`src/rtl/dma_cmd_regfile_mc.sv`:
```
// dma_cmd_regfile_mc
// APB register file for the DMA engine with NUM_CH independent channels.
// Each channel owns a command FIFO (host pushes, DMA core pops) and a done
// FIFO (core pushes, host pops by reading DONE_POP). Overflow/underflow are
// reported on pslverr and through a maskable write-1-to-clear interrupt.
//
// Optional feature macro: RVX_DMA_CMD_FLUSH_EN
//   When defined, register index 6 (FLUSH) empties the command FIFO (bit0)
//   and/or the done FIFO (bit1). When undefined, index 6 is unmapped.
//
// Ports:
//   clk, rstnn                 clock, asynchronous active-low reset
//   psel/penable/paddr/pwrite  APB request (zero wait states)
//   pwdata/prdata              APB data; prdata is combinational in access phase
//   pready/pslverr             APB response (pready tied to 1)
//   cmd_rvalid/cmd_rdata       per-channel command FIFO head (registered state)
//   cmd_rpop                   per-channel core pop of the command FIFO
//   done_push/done_wdata       per-channel core push into the done FIFO
//   done_full                  per-channel done FIFO full
//   irq                        registered OR of (IRQ_PEND & IRQ_MASK)
module dma_cmd_regfile_mc #(
  parameter int NUM_CH   = 4,
  parameter int DEPTH    = 8,
  parameter int BW_PADDR = 12
) (
  input  logic                  clk,
  input  logic                  rstnn,
  input  logic                  psel,
  input  logic                  penable,
  input  logic [BW_PADDR-1:0]   paddr,
  input  logic                  pwrite,
  input  logic [31:0]           pwdata,
  output logic [31:0]           prdata,
  output logic                  pready,
  output logic                  pslverr,
  output logic [NUM_CH-1:0]     cmd_rvalid,
  output logic [NUM_CH*32-1:0]  cmd_rdata,
  input  logic [NUM_CH-1:0]     cmd_rpop,
  input  logic [NUM_CH-1:0]     done_push,
  input  logic [NUM_CH*32-1:0]  done_wdata,
  output logic [NUM_CH-1:0]     done_full,
  output logic                  irq
);

  localparam int BW_CNT = $clog2(DEPTH) + 1;
  localparam int BW_PTR = BW_CNT - 1;
  localparam int BW_CH  = BW_PADDR - 5;
  localparam logic [BW_CNT-1:0] FULL_CNT = BW_CNT'(DEPTH);

  localparam logic [2:0] REG_CMD_PUSH   = 3'd0;
  localparam logic [2:0] REG_CMD_COUNT  = 3'd1;
  localparam logic [2:0] REG_DONE_POP   = 3'd2;
  localparam logic [2:0] REG_DONE_COUNT = 3'd3;
  localparam logic [2:0] REG_IRQ_PEND   = 3'd4;
  localparam logic [2:0] REG_IRQ_MASK   = 3'd5;
  localparam logic [2:0] REG_FLUSH      = 3'd6;

  logic             access;
  logic [BW_CH-1:0] ch_idx;
  logic [2:0]       reg_idx;
  logic             ch_ok;
  logic             reg_ok;
  logic             irq_any;
  logic             unused_paddr_lsbs;

  // Per-channel state gathered into packed views for the shared read mux.
  logic [NUM_CH-1:0][BW_CNT-1:0] cmd_cnt_v;
  logic [NUM_CH-1:0][BW_CNT-1:0] done_cnt_v;
  logic [NUM_CH-1:0][31:0]       done_head_v;
  logic [NUM_CH-1:0][2:0]        pend_v;
  logic [NUM_CH-1:0][2:0]        mask_v;

  assign access            = psel & penable;
  assign ch_idx            = paddr[BW_PADDR-1:5];
  assign reg_idx           = paddr[4:2];
  assign ch_ok             = (int'(ch_idx) < NUM_CH);
  assign pready            = 1'b1;
  assign unused_paddr_lsbs = ^paddr[1:0];

`ifdef RVX_DMA_CMD_FLUSH_EN
  assign reg_ok = (reg_idx <= REG_FLUSH);
`else
  assign reg_ok = (reg_idx <= REG_IRQ_MASK);
`endif

  // APB response: decode errors first, then per-register read data and the
  // full/empty error cases. Everything is zero outside the access phase.
  always_comb begin
    prdata  = '0;
    pslverr = 1'b0;
    if (access) begin
      if (!ch_ok || !reg_ok) begin
        pslverr = 1'b1;
      end else begin
        for (int c = 0; c < NUM_CH; c++) begin
          if (ch_idx == BW_CH'(c)) begin
            case (reg_idx)
              REG_CMD_PUSH:   pslverr = pwrite && (cmd_cnt_v[c] == FULL_CNT);
              REG_CMD_COUNT:  if (!pwrite) prdata = 32'(cmd_cnt_v[c]);
              REG_DONE_POP: begin
                if (!pwrite) begin
                  if (done_cnt_v[c] == '0) pslverr = 1'b1;
                  else                     prdata  = done_head_v[c];
                end
              end
              REG_DONE_COUNT: if (!pwrite) prdata = 32'(done_cnt_v[c]);
              REG_IRQ_PEND:   if (!pwrite) prdata = 32'(pend_v[c]);
              REG_IRQ_MASK:   if (!pwrite) prdata = 32'(mask_v[c]);
              default: ;
            endcase
          end
        end
      end
    end
  end

  for (genvar c = 0; c < NUM_CH; c++) begin : g_ch
    logic [31:0]       cmd_mem  [DEPTH];
    logic [31:0]       done_mem [DEPTH];
    logic [BW_PTR-1:0] cmd_wp, cmd_rp, done_wp, done_rp;
    logic [BW_CNT-1:0] cmd_cnt, done_cnt;
    logic [2:0]        pend, mask;
    logic              sel, cmd_full, cmd_empty, done_full_q, done_empty;
    logic              cmd_wr, cmd_push_ok, cmd_pop_ok, cmd_ovf;
    logic              done_pop_ok, done_push_ok, done_ovf;
    logic              flush_cmd, flush_done;
    logic [2:0]        pend_set, pend_clr;

    assign sel         = access & ch_ok & (ch_idx == BW_CH'(c));
    assign cmd_full    = (cmd_cnt == FULL_CNT);
    assign cmd_empty   = (cmd_cnt == '0);
    assign done_full_q = (done_cnt == FULL_CNT);
    assign done_empty  = (done_cnt == '0);

`ifdef RVX_DMA_CMD_FLUSH_EN
    assign flush_cmd  = sel & pwrite & (reg_idx == REG_FLUSH) & pwdata[0];
    assign flush_done = sel & pwrite & (reg_idx == REG_FLUSH) & pwdata[1];
`else
    assign flush_cmd  = 1'b0;
    assign flush_done = 1'b0;
`endif

    // Full/empty are judged on occupancy before the cycle, so a same-cycle
    // pop never rescues a push into a full FIFO.
    assign cmd_wr       = sel & pwrite & (reg_idx == REG_CMD_PUSH);
    assign cmd_push_ok  = cmd_wr & ~cmd_full;
    assign cmd_ovf      = cmd_wr & cmd_full;
    assign cmd_pop_ok   = cmd_rpop[c] & ~cmd_empty & ~flush_cmd;
    assign done_pop_ok  = sel & ~pwrite & (reg_idx == REG_DONE_POP) & ~done_empty;
    assign done_push_ok = done_push[c] & ~done_full_q & ~flush_done;
    assign done_ovf     = done_push[c] & done_full_q & ~flush_done;

    assign pend_set = {done_ovf, cmd_ovf, done_push_ok};
    assign pend_clr = (sel & pwrite & (reg_idx == REG_IRQ_PEND)) ? pwdata[2:0] : 3'b000;

    // Command FIFO pointers and occupancy; a flush overrides any core traffic.
    always_ff @(posedge clk or negedge rstnn) begin
      if (!rstnn) begin
        cmd_wp  <= '0;
        cmd_rp  <= '0;
        cmd_cnt <= '0;
      end else if (flush_cmd) begin
        cmd_wp  <= '0;
        cmd_rp  <= '0;
        cmd_cnt <= '0;
      end else begin
        if (cmd_push_ok) cmd_wp <= cmd_wp + BW_PTR'(1);
        if (cmd_pop_ok)  cmd_rp <= cmd_rp + BW_PTR'(1);
        case ({cmd_push_ok, cmd_pop_ok})
          2'b10:   cmd_cnt <= cmd_cnt + BW_CNT'(1);
          2'b01:   cmd_cnt <= cmd_cnt - BW_CNT'(1);
          default: ;
        endcase
      end
    end

    // Done FIFO pointers and occupancy; the host pop comes from DONE_POP reads.
    always_ff @(posedge clk or negedge rstnn) begin
      if (!rstnn) begin
        done_wp  <= '0;
        done_rp  <= '0;
        done_cnt <= '0;
      end else if (flush_done) begin
        done_wp  <= '0;
        done_rp  <= '0;
        done_cnt <= '0;
      end else begin
        if (done_push_ok) done_wp <= done_wp + BW_PTR'(1);
        if (done_pop_ok)  done_rp <= done_rp + BW_PTR'(1);
        case ({done_push_ok, done_pop_ok})
          2'b10:   done_cnt <= done_cnt + BW_CNT'(1);
          2'b01:   done_cnt <= done_cnt - BW_CNT'(1);
          default: ;
        endcase
      end
    end

    // Storage is not reset; only entries between the pointers are ever observed.
    always_ff @(posedge clk) begin
      if (cmd_push_ok)  cmd_mem[cmd_wp]   <= pwdata;
      if (done_push_ok) done_mem[done_wp] <= done_wdata[32*c +: 32];
    end

    // Interrupt pending/mask; a new event beats a same-cycle W1C of that bit.
    always_ff @(posedge clk or negedge rstnn) begin
      if (!rstnn) begin
        pend <= '0;
        mask <= '0;
      end else begin
        pend <= (pend & ~pend_clr) | pend_set;
        if (sel & pwrite & (reg_idx == REG_IRQ_MASK)) mask <= pwdata[2:0];
      end
    end

    assign cmd_rvalid[c]          = ~cmd_empty;
    assign cmd_rdata[32*c +: 32]  = cmd_mem[cmd_rp];
    assign done_full[c]           = done_full_q;
    assign cmd_cnt_v[c]           = cmd_cnt;
    assign done_cnt_v[c]          = done_cnt;
    assign done_head_v[c]         = done_mem[done_rp];
    assign pend_v[c]              = pend;
    assign mask_v[c]              = mask;
  end

  assign irq_any = |(pend_v & mask_v);

  // irq lags the pending/mask state by one cycle.
  always_ff @(posedge clk or negedge rstnn) begin
    if (!rstnn) irq <= 1'b0;
    else        irq <= irq_any;
  end

endmodule

```
`config.mk`:
```
export PLATFORM = sky130hd
export DESIGN_NAME = dma_cmd_regfile_mc
export DESIGN_NICKNAME = d
export VERILOG_FILES = /design/src/rtl/dma_cmd_regfile_mc.sv
export SDC_FILE = /design/constraint.sdc
export NUM_CORES = 2
export LEC_CHECK = 0
export BUFFER_PORTS_ARGS = -buffer_cell sky130_fd_sc_hd__buf_2
export CORE_MARGIN = 8
export CORE_UTILIZATION = 55
export DETAILED_ROUTE_END_ITERATION = 10
export PLACE_DENSITY_LB_ADDON = 0.12
export SLEW_MARGIN = 40
export SYNTH_ARGS = -nofsm -noshare
export SYNTH_HDL_FRONTEND = slang
export SYNTH_SLANG_ARGS = --single-unit
```
`constraint.sdc`:
```
create_clock -name clk -period 6.27 [get_ports clk]
set_input_delay 0.3135 -clock clk [delete_from_list [all_inputs] [get_ports clk]]
set_output_delay 0.3135 -clock clk [all_outputs]
set_load 0.05 [all_outputs]
```
==> flow_summary_export.csv <==
group,metric,value,unit
logic_synthesis,synth_flop_cell,"edfxtp_1",
power_and_ir_drop,leakagePower,0.0312,uW
layout,nNetsFinal,4732,
detailed_routing,viasPerCell,5.97,
die,die_y,407,um
placed_design,dp_cells,6175,
setup_path,worstSetupStartpointType,"register",
logic_synthesis,synth-edff-count,2048,
sta,fin_crit,4.51,ns
logic_synthesis,yosys_warnings,0,
grt,grt_pass1_wl,279000,um
sta,hold_violations,0,
die,rows,143,
die,start_util,55.4,%
clock_tree,cts_root_buf,"clkbuf_16",
sta,slew_headroom,41.4,%
flow_run,maxCapViolCount,0,
detailed_routing,antenna_left,0,
sta,worstMarginPinSlew,0.867,ns
setup_path,cp_max_fo,23,
clock_tree,clock_latency,0.82,ns
sta,tns,0,ns
die,core,152000,um2
clock_tree,postCtsSetupBuffers,0,
placed_design,preCtsSetupSlack,2.14,ns
logic_synthesis,syn-num-nets,4108,
setup_path,required,5.96,ns
logic_synthesis,ys_seq_area_share,76.1,%
layout,final_cells,6722,
layout,drive_gt1_share,33.3,%
clock_tree,clkTransAtPathRegs,0.06,ns
detailed_routing,wirelength,189000,um
clock_tree,clock_path_buffers,3,
placed_design,post-dp-hpwl,113000,um
sta,max_freq,222,MHz
sta,setup_violations,0,
detailed_routing,initialDrtViolationCount,3228,
clock_tree,htree_num_levels,4,
setup_path,cp-end-kind,"primary output",
clock_tree,cts_buffers,211,
die,pin_count,356,
sta,rsz0062_at_grt,"false",
logic_synthesis,synth.avg_cell_area,21.8,um2
placed_design,port_buffers,352,
placed_design,place_area,89300,um2
setup_path,r2r_slack,3.09,ns
placed_design,place_congestion,0.862,
grt,gr-total-overflow,0,
clock_tree,cts_tree,"done",
logic_synthesis,netlist_instances,3874,
outcome,status,"finished, final reports clean",
clock_tree,cts_num_sinks,2153,
detailed_routing,vias,40200,
grt,antenna_found_initial,28,
detailed_routing,dr.pass1.iters,5,
worst_hold_path,hold_class,"input port to register",
grt,grt_pass1_vias,41300,
logic_synthesis,synth.distinct_cells,68,
detailed_routing,drc,0,
die,die-area,166000,um2
logic_synthesis,synthArstFlopShare,4.88,%
layout,syn2layout_area_growth,15.6,%
grt,grt_max_degree,67,
logic_synthesis,synth_seq_cells,2153,
setup_path,arrival,4.20,ns
detailed_routing,routedWlPerCell,28.1,um
grt,grtUsageTotal,22.5,%
power_and_ir_drop,power_density,401,nW/um2
setup_path,worstSetupPathType,"register to primary output",
logic_synthesis,syn-cell-area,84300,um2
power_and_ir_drop,ir_worst_vdd,0.374,mV
sta,maxSlewViolCount,0,
layout,final_area,97400,um2
clock_tree,cts_resized,0,
die,die_w,407,um
sta,period_share,72.0,%
sta,skew,0.0264,ns
sta,worst_slack,1.76,ns
-- sequential cells by signal, indices dropped and copies added (netlist names) --
name           flops
g_ch.cmd_cnt      16
irq                1
g_ch.done_rp      12
g_ch.done_mem   1024
g_ch.cmd_mem    1024
g_ch.done_wp      12
g_ch.done_cnt     16
g_ch.cmd_rp       12
g_ch.pend         12
g_ch.mask         12
g_ch.cmd_wp       12
-- cell families (layout without fill, tap and decap cells) --
kind of cell | Yosys count | in the layout | share of synthesized area (%)
compound gates | 185 | 185 | 1.66
xor+xnor | 60 | 60 | 0.623
fa+ha+maj | 49 | 49 | 0.799
buf+inv | 234 | 1035 | 1.12
flops | 2153 | 2153 | 76.1
mux | 817 | 817 | 17.5
other cells | 1 | 18 | 0.00445
simple gates | 375 | 375 | 2.18
-- critical path, cell delays in order (launching register included) --
cell and delay [ns]:
dfrtp_4 0.73, buf_12 0.28, buf_4 0.45, mux4_2 0.57, mux2i_1 0.23, nor3_1 0.06, o21ai_0 0.56, a22oi_1 0.18
buf_2 0.28
-- timing repair --
action / 4_1_cts / 5_1_grt
setup endpoints to repair: 0 / 0
hold buffers: 138 / 2
endpoints found under the hold margin: 1100 / 36
-- worst paths after layout --
kind	cells after the start	start	to
max	8	g_ch[1].done_rp[1]	prdata[9]
min	1	pwdata[19]	g_ch[0].cmd_mem[0][19]
max reg2reg	10	g_ch[0].done_cnt[0]	g_ch[0].done_cnt[3]
min reg2reg	1	g_ch[1].done_rp[0]	g_ch[1].done_rp[0]
max in group asynchronous	3	rstnn	g_ch[0].cmd_rp[0]
min in group asynchronous	2	rstnn	g_ch[1].done_rp[2]
-- cell type report --
cell class                      count  area [um2]
Clock inverter                    118        1020
Fill cell                       10300       54700
Inverter                           41         154
Clock buffer                      272        5660
Multi-Input combinational cell   1487       19700
Antenna cell                       17        42.5
Timing Repair Buffer              604        4110
Sequential cell                  2153       64200
Tap cell                         2030        2540
-- cell usage after synthesis, types with 3 or more instances --
library cell     n  area, um2
nor3b_1          3       22.5
a21o_1          11       82.6
nor2b_1         10       62.6
o21ai_0         56        280
mux2i_1        154       1540
buf_4            5       37.5
buf_2           24        120
nand2_1        104        390
clkinv_1         4       15.0
nor4_1          11       68.8
a221oi_1         7       61.3
or4_1            6       45.0
xnor2_1         40        350
ha_1            41        513
a31oi_1          4       25.0
mux4_2         513      11600
a41oi_1          3       26.3
inv_1           37        139
a22o_1           4       35.0
or3_1            8       50.1
o21ai_2         20        175
o221ai_1         3       26.3
nor3_1         125        626
a21oi_1         16       80.1
a22oi_2         20        250
a41o_1           3       30.0
a22oi_1          8       60.1
mux2_2         150       1690
edfxtp_1      2048      61500
xor2_1          20        175
dfrtp_1        105       2630
nand2b_1        22        138
nor4b_1          8       70.1
buf_1           53        199
nand3_1          7       35.0
nand4_1          4       25.0
fa_1             8        160
a211oi_1         6       45.0
nor2_1          55        206
o22ai_1          3       18.8
clkbuf_1       109        409
-- report_power, final --
| group | total (uW) | switching, uW | internal, uW | leakage, uW |
|---|---|---|---|---|
| sequential | 17800 | 856 | 17000 | 0.0198 |
| clock | 12200 | 5210 | 6980 | 0.00325 |
| combinational | 9070 | 5740 | 3330 | 0.00820 |
-- cell usage in the layout, fill, tap and decap left out, types with 36 or more instances in the layout --
master | Yosys | routed
buf_2 | 24 | 349
buf_4 | 5 | 102
clkbuf_1 | 109 | 50
clkbuf_16 | 0 | 215
clkinv_1 | 4 | 54
clkinv_2 | 0 | 36
dfrtp_1 | 105 | 83
dlygate4sd3_1 | 0 | 140
edfxtp_1 | 2048 | 2048
ha_1 | 41 | 41
inv_1 | 37 | 37
mux2_2 | 150 | 150
mux2i_1 | 154 | 154
mux4_2 | 513 | 513
nand2_1 | 104 | 104
nor3_1 | 125 | 100
o21ai_0 | 56 | 56
xnor2_1 | 40 | 40
-- routing by layer --
metal  share of wire [%]  global-route usage, %
met5               0.049                      0
met2                  51                   38.0
met4                 2.3                   5.89
met3                 6.5                   4.79
met1                  40                   30.2
-- per-stage QoR --
stage / power, uW / util, % / hold WS, ns
final: 39100 / 64.1 / 0.0492
after detailed placement: 27300 / 58.7 / 0.425
after global placement: 27200 / 58.6 / 0.431
after global routing: 40500 / 64.0 / 0.0415
after floorplan: 24500 / - / 0.0179
after CTS: 39500 / 64.0 / 0.00500
No activity file was read; power rests on OpenSTA's default activity.
